**src/rtl/mcs4_pkg.sv**
```systemverilog
// Shared MCS-4 timing definitions: subcycle codes, clock generator FSM states
// and the nested slot/quarter/subcycle step used by the clock generator.
package mcs4_pkg;

  typedef logic [2:0] subcycle_t;

  localparam subcycle_t SUB_A1 = 3'd0;
  localparam subcycle_t SUB_A2 = 3'd1;
  localparam subcycle_t SUB_A3 = 3'd2;
  localparam subcycle_t SUB_M1 = 3'd3;
  localparam subcycle_t SUB_M2 = 3'd4;
  localparam subcycle_t SUB_X1 = 3'd5;
  localparam subcycle_t SUB_X2 = 3'd6;
  localparam subcycle_t SUB_X3 = 3'd7;

  typedef enum logic {
    ST_IDLE = 1'b0,
    ST_RUN  = 1'b1
  } state_e;

  localparam logic [1:0] Q_CLK1 = 2'd0;
  localparam logic [1:0] Q_CLK2 = 2'd2;
  localparam logic [1:0] Q_LAST = 2'd3;

  typedef struct packed {
    logic [7:0] slot;
    logic [1:0] quarter;
    subcycle_t  subcycle;
  } phase_t;

  // One sysclk step of the nested count; quarter and subcycle wrap by overflow.
  function automatic phase_t phase_step(input phase_t cur, input logic [7:0] last_slot);
    phase_t nxt;
    nxt = cur;
    if (cur.slot == last_slot) begin
      nxt.slot    = 8'd0;
      nxt.quarter = cur.quarter + 2'd1;
      if (cur.quarter == Q_LAST) begin
        nxt.subcycle = cur.subcycle + 3'd1;
      end
    end else begin
      nxt.slot = cur.slot + 8'd1;
    end
    return nxt;
  endfunction

endpackage

```
**src/rtl/i4004_clkgen_if.sv**
```systemverilog
// Clock generator output bundle; master is the generator, slave a consumer
// that supplies the run enable.
interface i4004_clkgen_if;
  import mcs4_pkg::*;

  logic      run;
  logic      clk1;
  logic      clk2;
  logic      sync;
  logic      poc;
  subcycle_t subcycle;
  logic      cycle_start;

  modport master (
    input  run,
    output clk1, clk2, sync, poc, subcycle, cycle_start
  );

  modport slave (
    output run,
    input  clk1, clk2, sync, poc, subcycle, cycle_start
  );
endinterface

```
**src/rtl/i4004_phase_ctr.sv**
```systemverilog
// Nested slot/quarter/subcycle counter; wrap flags the last sysclk of X3.
module i4004_phase_ctr
  import mcs4_pkg::*;
#(
  parameter int SLOT_LEN = 4
) (
  input  logic       clk,
  input  logic       enable,
  input  logic       clear,
  output logic [7:0] slot,
  output logic [1:0] quarter,
  output subcycle_t  subcycle,
  output logic       wrap
);

  localparam logic [7:0] LAST_SLOT = 8'(SLOT_LEN - 1);

  phase_t ph_q, ph_d;

  always_comb begin
    ph_d = ph_q;
    if (clear) begin
      ph_d = '0;
    end else if (enable) begin
      ph_d = phase_step(ph_q, LAST_SLOT);
    end
  end

  always_ff @(posedge clk) begin
    ph_q <= ph_d;
  end

  assign slot     = ph_q.slot;
  assign quarter  = ph_q.quarter;
  assign subcycle = ph_q.subcycle;
  assign wrap     = (ph_q.slot == LAST_SLOT) && (ph_q.quarter == Q_LAST) &&
                    (ph_q.subcycle == SUB_X3);

endmodule

```
**src/rtl/i4004_clkgen.sv**
```systemverilog
// MCS-4 two-phase clock, sync and power-on-clear generator. All outputs come
// from flops loaded with the decode of the counters' next state.
module i4004_clkgen
  import mcs4_pkg::*;
#(
  parameter int SLOT_LEN   = 4,
  parameter int POC_CYCLES = 4
) (
  input  logic           sysclk,
  input  logic           poc_n,
  i4004_clkgen_if.master bus
);

  localparam logic [7:0] LAST_SLOT = 8'(SLOT_LEN - 1);
  localparam logic [3:0] POC_INIT  = 4'(POC_CYCLES);

  state_e     state_q, state_d;
  logic [3:0] poc_cnt_q, poc_cnt_d;
  logic       clk1_q, clk1_d;
  logic       clk2_q, clk2_d;
  logic       sync_q, sync_d;
  logic       cs_q, cs_d;
  logic       poc_q, poc_d;

  logic       ctr_en, ctr_clr, wrap, run_nxt;
  logic [7:0] slot;
  logic [1:0] quarter;
  subcycle_t  subcycle;
  phase_t     ph_cur, ph_nxt;

  i4004_phase_ctr #(.SLOT_LEN(SLOT_LEN)) u_phase (
    .clk      (sysclk),
    .enable   (ctr_en),
    .clear    (ctr_clr),
    .slot     (slot),
    .quarter  (quarter),
    .subcycle (subcycle),
    .wrap     (wrap)
  );

  // run is only looked at in IDLE and on the X3 wrap, so mid-cycle changes are ignored.
  always_comb begin
    state_d   = state_q;
    ctr_en    = 1'b0;
    ctr_clr   = 1'b0;
    poc_cnt_d = poc_cnt_q;
    if (!poc_n) begin
      state_d   = ST_IDLE;
      ctr_clr   = 1'b1;
      poc_cnt_d = POC_INIT;
    end else begin
      case (state_q)
        ST_IDLE: begin
          if (bus.run) state_d = ST_RUN;
        end
        ST_RUN: begin
          ctr_en = 1'b1;
          if (wrap) begin
            if (poc_cnt_q != 4'd0) poc_cnt_d = poc_cnt_q - 4'd1;
            if (!bus.run) begin
              state_d = ST_IDLE;
              ctr_clr = 1'b1;
            end
          end
        end
        default: state_d = ST_IDLE;
      endcase
    end
  end

  always_comb begin
    ph_cur = '{slot: slot, quarter: quarter, subcycle: subcycle};
    ph_nxt = ph_cur;
    if (ctr_clr) begin
      ph_nxt = '0;
    end else if (ctr_en) begin
      ph_nxt = phase_step(ph_cur, LAST_SLOT);
    end
    run_nxt = (state_d == ST_RUN);
    clk1_d  = run_nxt && (ph_nxt.quarter == Q_CLK1);
    clk2_d  = run_nxt && (ph_nxt.quarter == Q_CLK2);
    sync_d  = run_nxt && (ph_nxt.subcycle == SUB_X3);
    cs_d    = run_nxt && (ph_nxt.slot == 8'd0) && (ph_nxt.quarter == Q_CLK1) &&
              (ph_nxt.subcycle == SUB_A1);
    poc_d   = (poc_cnt_d != 4'd0);
  end

  always_ff @(posedge sysclk) begin
    if (!poc_n) begin
      state_q   <= ST_IDLE;
      poc_cnt_q <= POC_INIT;
      clk1_q    <= 1'b0;
      clk2_q    <= 1'b0;
      sync_q    <= 1'b0;
      cs_q      <= 1'b0;
      poc_q     <= 1'b1;
    end else begin
      state_q   <= state_d;
      poc_cnt_q <= poc_cnt_d;
      clk1_q    <= clk1_d;
      clk2_q    <= clk2_d;
      sync_q    <= sync_d;
      cs_q      <= cs_d;
      poc_q     <= poc_d;
    end
  end

  assign bus.clk1        = clk1_q;
  assign bus.clk2        = clk2_q;
  assign bus.sync        = sync_q;
  assign bus.poc         = poc_q;
  assign bus.cycle_start = cs_q;
  assign bus.subcycle    = subcycle;

endmodule

```
**src/flat_wrapper.sv**
```systemverilog
// flat-port wrapper written by rule: the top's interface ports become plain ports
module i4004_clkgen_flat import mcs4_pkg::*;
#(
  parameter int SLOT_LEN   = 4,
  parameter int POC_CYCLES = 4
)
  (sysclk, poc_n, bus_run, bus_clk1, bus_clk2, bus_sync, bus_poc, bus_subcycle, bus_cycle_start);
  i4004_clkgen_if bus_i ();
  input  logic sysclk;
  input  logic poc_n;
  input wire logic [$bits(bus_i.run)-1:0] bus_run;
  output wire logic [$bits(bus_i.clk1)-1:0] bus_clk1;
  output wire logic [$bits(bus_i.clk2)-1:0] bus_clk2;
  output wire logic [$bits(bus_i.sync)-1:0] bus_sync;
  output wire logic [$bits(bus_i.poc)-1:0] bus_poc;
  output wire logic [$bits(bus_i.subcycle)-1:0] bus_subcycle;
  output wire logic [$bits(bus_i.cycle_start)-1:0] bus_cycle_start;
  assign bus_i.run = bus_run;
  assign bus_clk1 = bus_i.clk1;
  assign bus_clk2 = bus_i.clk2;
  assign bus_sync = bus_i.sync;
  assign bus_poc = bus_i.poc;
  assign bus_subcycle = bus_i.subcycle;
  assign bus_cycle_start = bus_i.cycle_start;
  i4004_clkgen #(.SLOT_LEN(SLOT_LEN), .POC_CYCLES(POC_CYCLES)) u_core (.sysclk(sysclk), .poc_n(poc_n), .bus(bus_i));
endmodule
```
**config.mk**
```make
export PLATFORM = sky130hd
export DESIGN_NAME = i4004_clkgen_flat
export DESIGN_NICKNAME = d
export VERILOG_FILES = /design/src/rtl/mcs4_pkg.sv /design/src/rtl/i4004_clkgen_if.sv /design/src/rtl/i4004_phase_ctr.sv /design/src/rtl/i4004_clkgen.sv /design/src/flat_wrapper.sv
export SDC_FILE = /design/constraint.sdc
export NUM_CORES = 1
export LEC_CHECK = 0
export CORE_ASPECT_RATIO = 0.75
export CORE_UTILIZATION = 63
export CTS_BUF_LIST = sky130_fd_sc_hd__clkbuf_8
export DETAILED_ROUTE_END_ITERATION = 16
export GPL_ROUTABILITY_DRIVEN = 0
export PLACE_DENSITY_LB_ADDON = 0.15
export SETUP_SLACK_MARGIN = 0.3
export SYNTH_ARGS = -nofsm -noshare
export SYNTH_HDL_FRONTEND = slang
export SYNTH_SLANG_ARGS = --single-unit
```
**constraint.sdc**
```tcl
create_clock -name sysclk -period 5.6 [get_ports sysclk]
set_input_delay 1.12 -clock sysclk [delete_from_list [all_inputs] [get_ports sysclk]]
set_output_delay 1.12 -clock sysclk [all_outputs]
set_load 0.01 [all_outputs]
```
# Word-level counts from Yosys, hierarchy flattened
# Index checks and enable logic that the tools add are counted.
# classes
reduce_logical	13
n_eq_ne	5
n_addsub	4
bitwise	1
n_mux	19
# ops
op	n
two-way mux 13 bit	2
two-way mux 4 bit	4
two-way mux 1 bit	9
adder 8 x 1 -> 8 bit, second input constant	1
== test 8 x 2 -> 1 bit, second input constant	1
logical AND 1 bit	8
logical NOT 8 bit	1
two-way mux 8 bit	1
nonzero test 4 bit	2
== test 3 bit, second input constant	2
two-way mux 5 bit	1
== test 2 bit, second input constant	2
subtractor 4 x 1 -> 4 bit, second input constant	1
adder 3 x 1 -> 3 bit, second input constant	1
logical NOT 3 bit	1
two-way mux 3 bit	1
adder 2 x 1 -> 2 bit, second input constant	1
logical NOT 2 bit	1
case mux 1 bit (2 select lines)	1
inverter 1 bit	1
# word_totals
out_inout_bits	8
in_bits	3
reg_bits	23
word_cells	52

# Depth between registers and ports, before layout
# Gate-level depths: netlist (run 1).
# logic_depth
word_depth	11
ltp_mapped	7
mapped_depth_nobuf	7

# By module
# Synthesis (run 1) repeated with hierarchy kept, for this count alone.
# unflattened
cells_unflattened	161
hier_area_um2	1357.6
# modules_own_cells
mod	seq_area_each_um2	cells_each	n_inst	area_per_inst_um2
i4004_clkgen	200.2	89	1	724.4
i4004_phase_ctr	260.2	72	1	633.1

# Worst setup path after synthesis (run 1)
# No wires, ideal clock.
# synth_path
kind	input -> register
from	input poc_n
to	register u_core.cs_q (netlist: u_core.bus.cycle_start)
required_ns	5.540
setup_ns	0.060
slack_ns	3.161
n_path_buf	1
arrival_ns	2.379
path_stages	6
cell_sequence	clkbuf_1 -> nand2_1 -> nor3_1 -> o2bb2a_1 -> a22oi_1 -> o2111a_1
# synth_between
elab_chain_cells	7
word_cells_on_any_way	11
cone_classes	mux: 5; reduce/logical: 6
# synth_rtl
element	line	text
from (decl)	flat_wrapper.sv:10	input logic poc_n;
two-way mux 1 bit	i4004_clkgen.sv:47	if (!poc_n) begin
two-way mux 13 bit (2 in a row)	--	
logical NOT 8 bit	i4004_clkgen.sv:83	cs_d = run_nxt && (ph_nxt.slot == 8'd0) && (ph_nxt.quarter == Q_CLK1) &&
logical AND 1 bit (3 in a row)	i4004_clkgen.sv:83	
to (signal assigned)	i4004_clkgen.sv:103	cs_q <= cs_d;
to (decl)	i4004_clkgen.sv:22	logic cs_q, cs_d;
# Parallel ways exist; a longest one is shown, timed or not.
# A chain may end at the register's enable or synchronous reset.

# Worst setup path in the final report (run 1)
# Ends and elaborated chain as after synthesis.

==> results of run 1 <==
==> synth_stat cells (3+ instances only) <==
master   count  area, um^2
nand4_1      3        18.8
nor2b_1      4        25.0
xnor2_1      5        43.8
nor2_1      20        75.1
inv_1        5        18.8
and2_1       3        18.8
mux2i_1      5        50.1
dfxtp_1     23         460
ha_1         5        62.6
nand2_1     11        41.3
or3_1        3        18.8
nor3b_1      3        22.5
xor2_1       4        35.0
o21ai_0      5        25.0
nand3_1      6        30.0
a21oi_1      3        15.0
==> power by group <==
group | internal (uW) | switching, uW
logic | 9.84 | 10.2
clock network | 49.0 | 50.8
registers | 166 | 3.44
total | 225 | 64.5
==> registers in the layout, summed over array words and instances, names as in the netlist <==
| register | flops |
|---|---|
| u_core.u_phase.quarter | 2 |
| u_core.bus.cycle_start | 1 |
| u_core.bus.sync | 1 |
| u_core.u_phase.subcycle | 3 |
| u_core.bus.poc | 1 |
| u_core.bus.clk1 | 1 |
| u_core.state_q | 1 |
| u_core.poc_cnt_q | 4 |
| u_core.u_phase.slot | 8 |
| u_core.bus.clk2 | 1 |
==> cell families (layout without fill, tap and decap cells) <==
family,Yosys count,in the layout,synth area share [%]
simple gates,66,66,31.2
fa+ha+maj,5,5,5.01
compound gates,20,20,11.3
flops,23,23,36.9
mux,7,7,5.81
buf+inv,9,19,3.51
xor+xnor,9,9,6.31
==> stage by stage <==
stage | hold WS (ps) | setup WS, ps | power, uW | util, %
final | 576 | 2800 | 290 | 78.0
after global routing | 590 | 2640 | 301 | 78.0
after CTS | 565 | 2840 | 293 | 78.0
after detailed placement | 529 | 2570 | 193 | 75.5
after global placement | 527 | 2680 | 192 | 75.5
after floorplan | 491 | 3160 | 186 | -
==> routing by layer <==
metal / vias up / wire (um)
met5: - / 0
met4: 0 / 75
met1: 476 / 1220
li1: 515 / -
met2: 28 / 1070
met3: 9 / 98
==> final cells by class <==
cell class	instances	share of cell area [%]
multi-input cells	107	53.3
repair buffers	10	7.17
inverters	5	1.34
clock inverters	1	0.269
well taps	22	1.97
flip-flops and latches	23	33.0
clock buffers	3	2.96
==> worst paths after layout <==
check	cells past startpoint	slack (ps)	to	from
worst max register to register	6	3310	u_core.bus.cycle_start	u_core.u_phase.slot[0]
worst min register to register	1	580	u_core.poc_cnt_q[2]	u_core.poc_cnt_q[2]
worst max-delay path	6	2800	u_core.bus.cycle_start	poc_n
worst min-delay path	1	580	u_core.poc_cnt_q[2]	u_core.poc_cnt_q[2]
==> reports/qor.csv, run 1 <==
metric,value,unit
Slew Limit Fails,0,
# nets final,158,
Slew HR,64.8,%
first-pass GRT wire length,3.95,mm
dpl cells,167,
Pwr per Cell Area,207,mW/mm^2
endpoints failing hold,0,
MaxCap Viol Count,0,
Mapped Cells,139,
Root Driver,clkbuf_8,
clock skew,5.55,ps
routed via count,1028,
CP bufs+invs,1,
die area,0.00217,mm^2
Startpoint Class,input pin,
"Async S/R FF share, synth",0,%
WL final,2.46,mm
Starting Density,69.8,%
Mapped Area,0.00125,mm^2
Die Y,40.6,um
Pre-antenna DRT Iters,4,
htree depth,1,
"CP delay by family, top",buffers and inverters,
n_diodes,0,
Main synth FF type,dfxtp_1,
vias in the first global route,907,
area occupied by multi-input gates,744,um^2
"Seq/Total Area, Yosys",36.9,%
final setup vio count,0,
fin area,0.00140,mm^2
TNS Setup,0,ps
"CTS clk-pin slew, worst paths",80,ps
drt wl/cell,14.4,um
Avg Vias per Cell,6.01,
overall routing resource usage,27.5,%
f_max,358,MHz
kind of critical path,input pin to register,
Ys Warns,0,
met3 usage,6.82,%
"Slowest-stage cell, CP",clkdlybuf4s50_1,
"commonest non-fill, non-tap cell in the layout",dfxtp_1,
"Critical Path, Cell by Cell","clkdlybuf4s50_1, nand2_1, nor3_1, o2bb2a_1, a22oi_1, o2111a_1",
CP endpoint kind,register,
remaining global-route overflow,0,
Num CTS Buffers,3,
die width,53.4,um
layout cells sized above 1,7.38,%
CP required,5810,ps
status,finished clean,
register area,460,um^2
Max stage delay on crit path,640,ps
number of port buffers,10,
Netlist cell types,41,
CTS Sinks,23,
Core Rows,13,
GR Util met1,33.7,%
"EDFF count, synth",0,
# hold bufs at CTS,0,
Routed Antenna Nets,0,
Post-DP HPWL,1.81,mm
# fillers,134,
CTS Buffer Depth,2,
"Net Count, Synth",147,
DRT iter0 DRCs,23,
antenna violations before repair,0,
worst-path fanout max,9,
number of synthesized register bits,23,
crit share post-route,49.9,%
post-CTS setup repair buffer count,0,
area grow syn2layout,11.8,%
largest net degree at the start of global routing,13,
IO Count,11,
post-cts resize count,0,
core region area,0.00179,mm^2
Placed Area,0.00135,mm^2
post-layout min period,2800,ps
TritonCTS clock tree,built,
IR Drop Worst-Case VDD,0.155,mV
clk_lat worst skew,270,ps
most frequent cells in the layout,"23 x dfxtp_1, 20 x nor2_1, 11 x nand2_1",
DRC,0,
Worst Tran Pin Value,525,ps
met2 GRT Util,44.1,%
Hold Crit Class,register to register,
fin cells,171,
critical path arrival,3010,ps
syn avg cell area,8.98,um^2
Pleak,0.000565,uW
RSZ-0062 raised after global routing,false,
Top Usage Layer GRT,met2,
Note: power is estimated with default switching activity, not from simulation.
==> inputs of run 2 (changes only) <==
--- a/config.mk
+++ b/config.mk
@@ -6,7 +6,7 @@
 export NUM_CORES = 1
 export LEC_CHECK = 0
 export CORE_ASPECT_RATIO = 0.75
-export CORE_UTILIZATION = 63
+export CORE_UTILIZATION = 53
 export CTS_BUF_LIST = sky130_fd_sc_hd__clkbuf_8
 export DETAILED_ROUTE_END_ITERATION = 16
 export GPL_ROUTABILITY_DRIVEN = 0
==> constraint.sdc (replaced) <==
create_clock -name sysclk -period 2.4 [get_ports sysclk]
set_input_delay 0.48 -clock sysclk [delete_from_list [all_inputs] [get_ports sysclk]]
set_output_delay 0.48 -clock sysclk [all_outputs]
set_load 0.01 [all_outputs]
==> run 2 against run 1 <==
Sequential power rose by 130%. Utilization fell by 7.7 points. Sequential share of layout area fell by 2.0 points. Non-clock buffer count rose by 7. Clock power rose by 140%. First-iteration DRC count rose by 140%. Critical path depth fell by 1. Worst hold slack got worse by 7.9 ps. Global-route usage fell by 3.7 points. Setup slack got worse by 2400 ps. Die area rose by 18%. Critical path type is now register to register. Critical endpoint unchanged. Largest cell class unchanged.
==> reports/qor.csv, run 2 (synthesized netlist as in run 1, its figures left out) <==
metric,value,unit,change
status,finished clean,,
Slew HR,73.4,%,+8.6 points
die width,58.0,um,+8.7%
htree depth,1,,unchanged
RSZ-0062 raised after global routing,false,,
CTS Buffer Depth,2,,unchanged
post-layout min period,2010,ps,
Root Driver,clkbuf_8,,
n_diodes,0,,unchanged
Core Rows,14,,+1
remaining global-route overflow,0,,unchanged
clock skew,10.2,ps,+4.62 ps
antenna violations before repair,0,,unchanged
WL final,2.67,mm,+8.3%
first-pass GRT wire length,4.39,mm,+11%
Starting Density,58.9,%,-11 points
overall routing resource usage,23.7,%,-3.7 points
Avg Vias per Cell,5.60,,-6.8%
drt wl/cell,14.2,um,-1.5%
Pwr per Cell Area,463,mW/mm^2,+120%
die area,0.00256,mm^2,+18%
# nets final,165,,+4.4%
CTS Sinks,23,,unchanged
register area,462,um^2,+0.27%
dpl ws,204,ps,-2360 ps
TNS Setup,0,ps,unchanged
number of port buffers,10,,unchanged
core region area,0.00212,mm^2,+18%
area grow syn2layout,19.4,%,
Post-DP HPWL,1.96,mm,+8.4%
Die Y,44.0,um,+8.6%
DRT iter0 DRCs,55,,+140%
CP required,2610,ps,-3200 ps
TritonCTS clock tree,built,,
max reg flops,8,,unchanged
CP endpoint kind,register,,
Pre-antenna DRT Iters,6,,+2
MaxCap Viol Count,0,,unchanged
most frequent cells in the layout,"22 x dfxtp_1, 20 x nor2_1, 11 x nand2_1",,
Routed Antenna Nets,0,,unchanged
# fillers,177,,+32%
Slew Limit Fails,0,,unchanged
largest net degree at the start of global routing,13,,unchanged
# hold bufs at CTS,0,,unchanged
crit share post-route,83.8,%,
IR Drop Worst-Case VDD,0.336,mV,+120%
layout cells sized above 1,14.1,%,+6.7 points
Worst Tran Pin Value,396,ps,-129 ps
area occupied by multi-input gates,773,um^2,+3.9%
Hold Crit Class,register to register,,
DRC,0,,unchanged
vias in the first global route,947,,+4.4%
routed via count,1053,,+2.4%
f_max,497,MHz,
"commonest non-fill, non-tap cell in the layout",dfxtp_1,,
clk_lat worst skew,270,ps,about the same
endpoints failing hold,0,,unchanged
final setup vio count,0,,unchanged
Setup WS post-layout,389,ps,-2410 ps
"CTS clk-pin slew, worst paths",80,ps,about the same
Pleak,0.000604,uW,+7.0%
Startpoint Class,register,,
Num CTS Buffers,3,,unchanged
IO Count,11,,unchanged
critical path arrival,2220,ps,-790 ps
worst-path fanout max,7,,-2
kind of critical path,register to register,,
## run 2: worst max-delay path, cell delays in order, from the launching register on
cell,delay (ps)
dfxtp_1,410
nor4_4,470
nand4_1,290
and2_1,250
o21ai_1,300
o2111a_1,250
## run 2: layout make-up
cell class              instances  area share [%]
clock buffers                   3            2.77
clock inverters                 1           0.252
repair buffers                 17            10.2
multi-input cells             107            51.8
well taps                      32            2.68
inverters                       5            1.26
flip-flops and latches         23            31.0
## run 2: where the power goes
part / internal [uW] / switching, uW
logic: 26.7 / 26.2
clock network: 115 / 126
registers: 388 / 8.91
total: 530 / 161
## run 2: path summary, 6_finish.rpt
check	from	endpoint	slack, ps	cells past startpoint
max	u_core.u_phase.slot[5]	u_core.bus.cycle_start	390	5
min	u_core.poc_cnt_q[2]	u_core.poc_cnt_q[2]	570	1
max reg2reg	u_core.u_phase.slot[5]	u_core.bus.cycle_start	390	5
min reg2reg	u_core.poc_cnt_q[2]	u_core.poc_cnt_q[2]	570	1
## run 2: layer usage
metal | global-route usage, % | up-vias | share of wire [%]
li1 | - | 527 | -
met5 | 0 | - | 0
met3 | 8.19 | 5 | 5.4
met4 | 11.4 | 0 | 1.8
met1 | 31.3 | 494 | 50
met2 | 35.2 | 27 | 43
## run 2: per-stage QoR
| stage | hold WS (ps) | cells | utilization [%] | cell area (um^2) | total power, uW |
|---|---|---|---|---|---|
| global placement | 531 | 181 | 65.8 | 1390 | 451 |
| finish | 568 | 188 | 70.4 | 1490 | 691 |
| CTS | 576 | 185 | 68.0 | 1440 | 697 |
| floorplan | 491 | 139 | - | 1250 | 433 |
| detailed placement | 552 | 181 | 65.8 | 1390 | 453 |
| global route | 624 | 188 | 70.4 | 1490 | 715 |
## run 2: what timing repair did
action | in CTS | in global routing
pin swaps | 0 | 1
resized for setup | 1 | 5
endpoints found under the hold margin | 0 | 0
endpoints found under the setup margin | 1 | 5
buffers inserted | 0 | 3
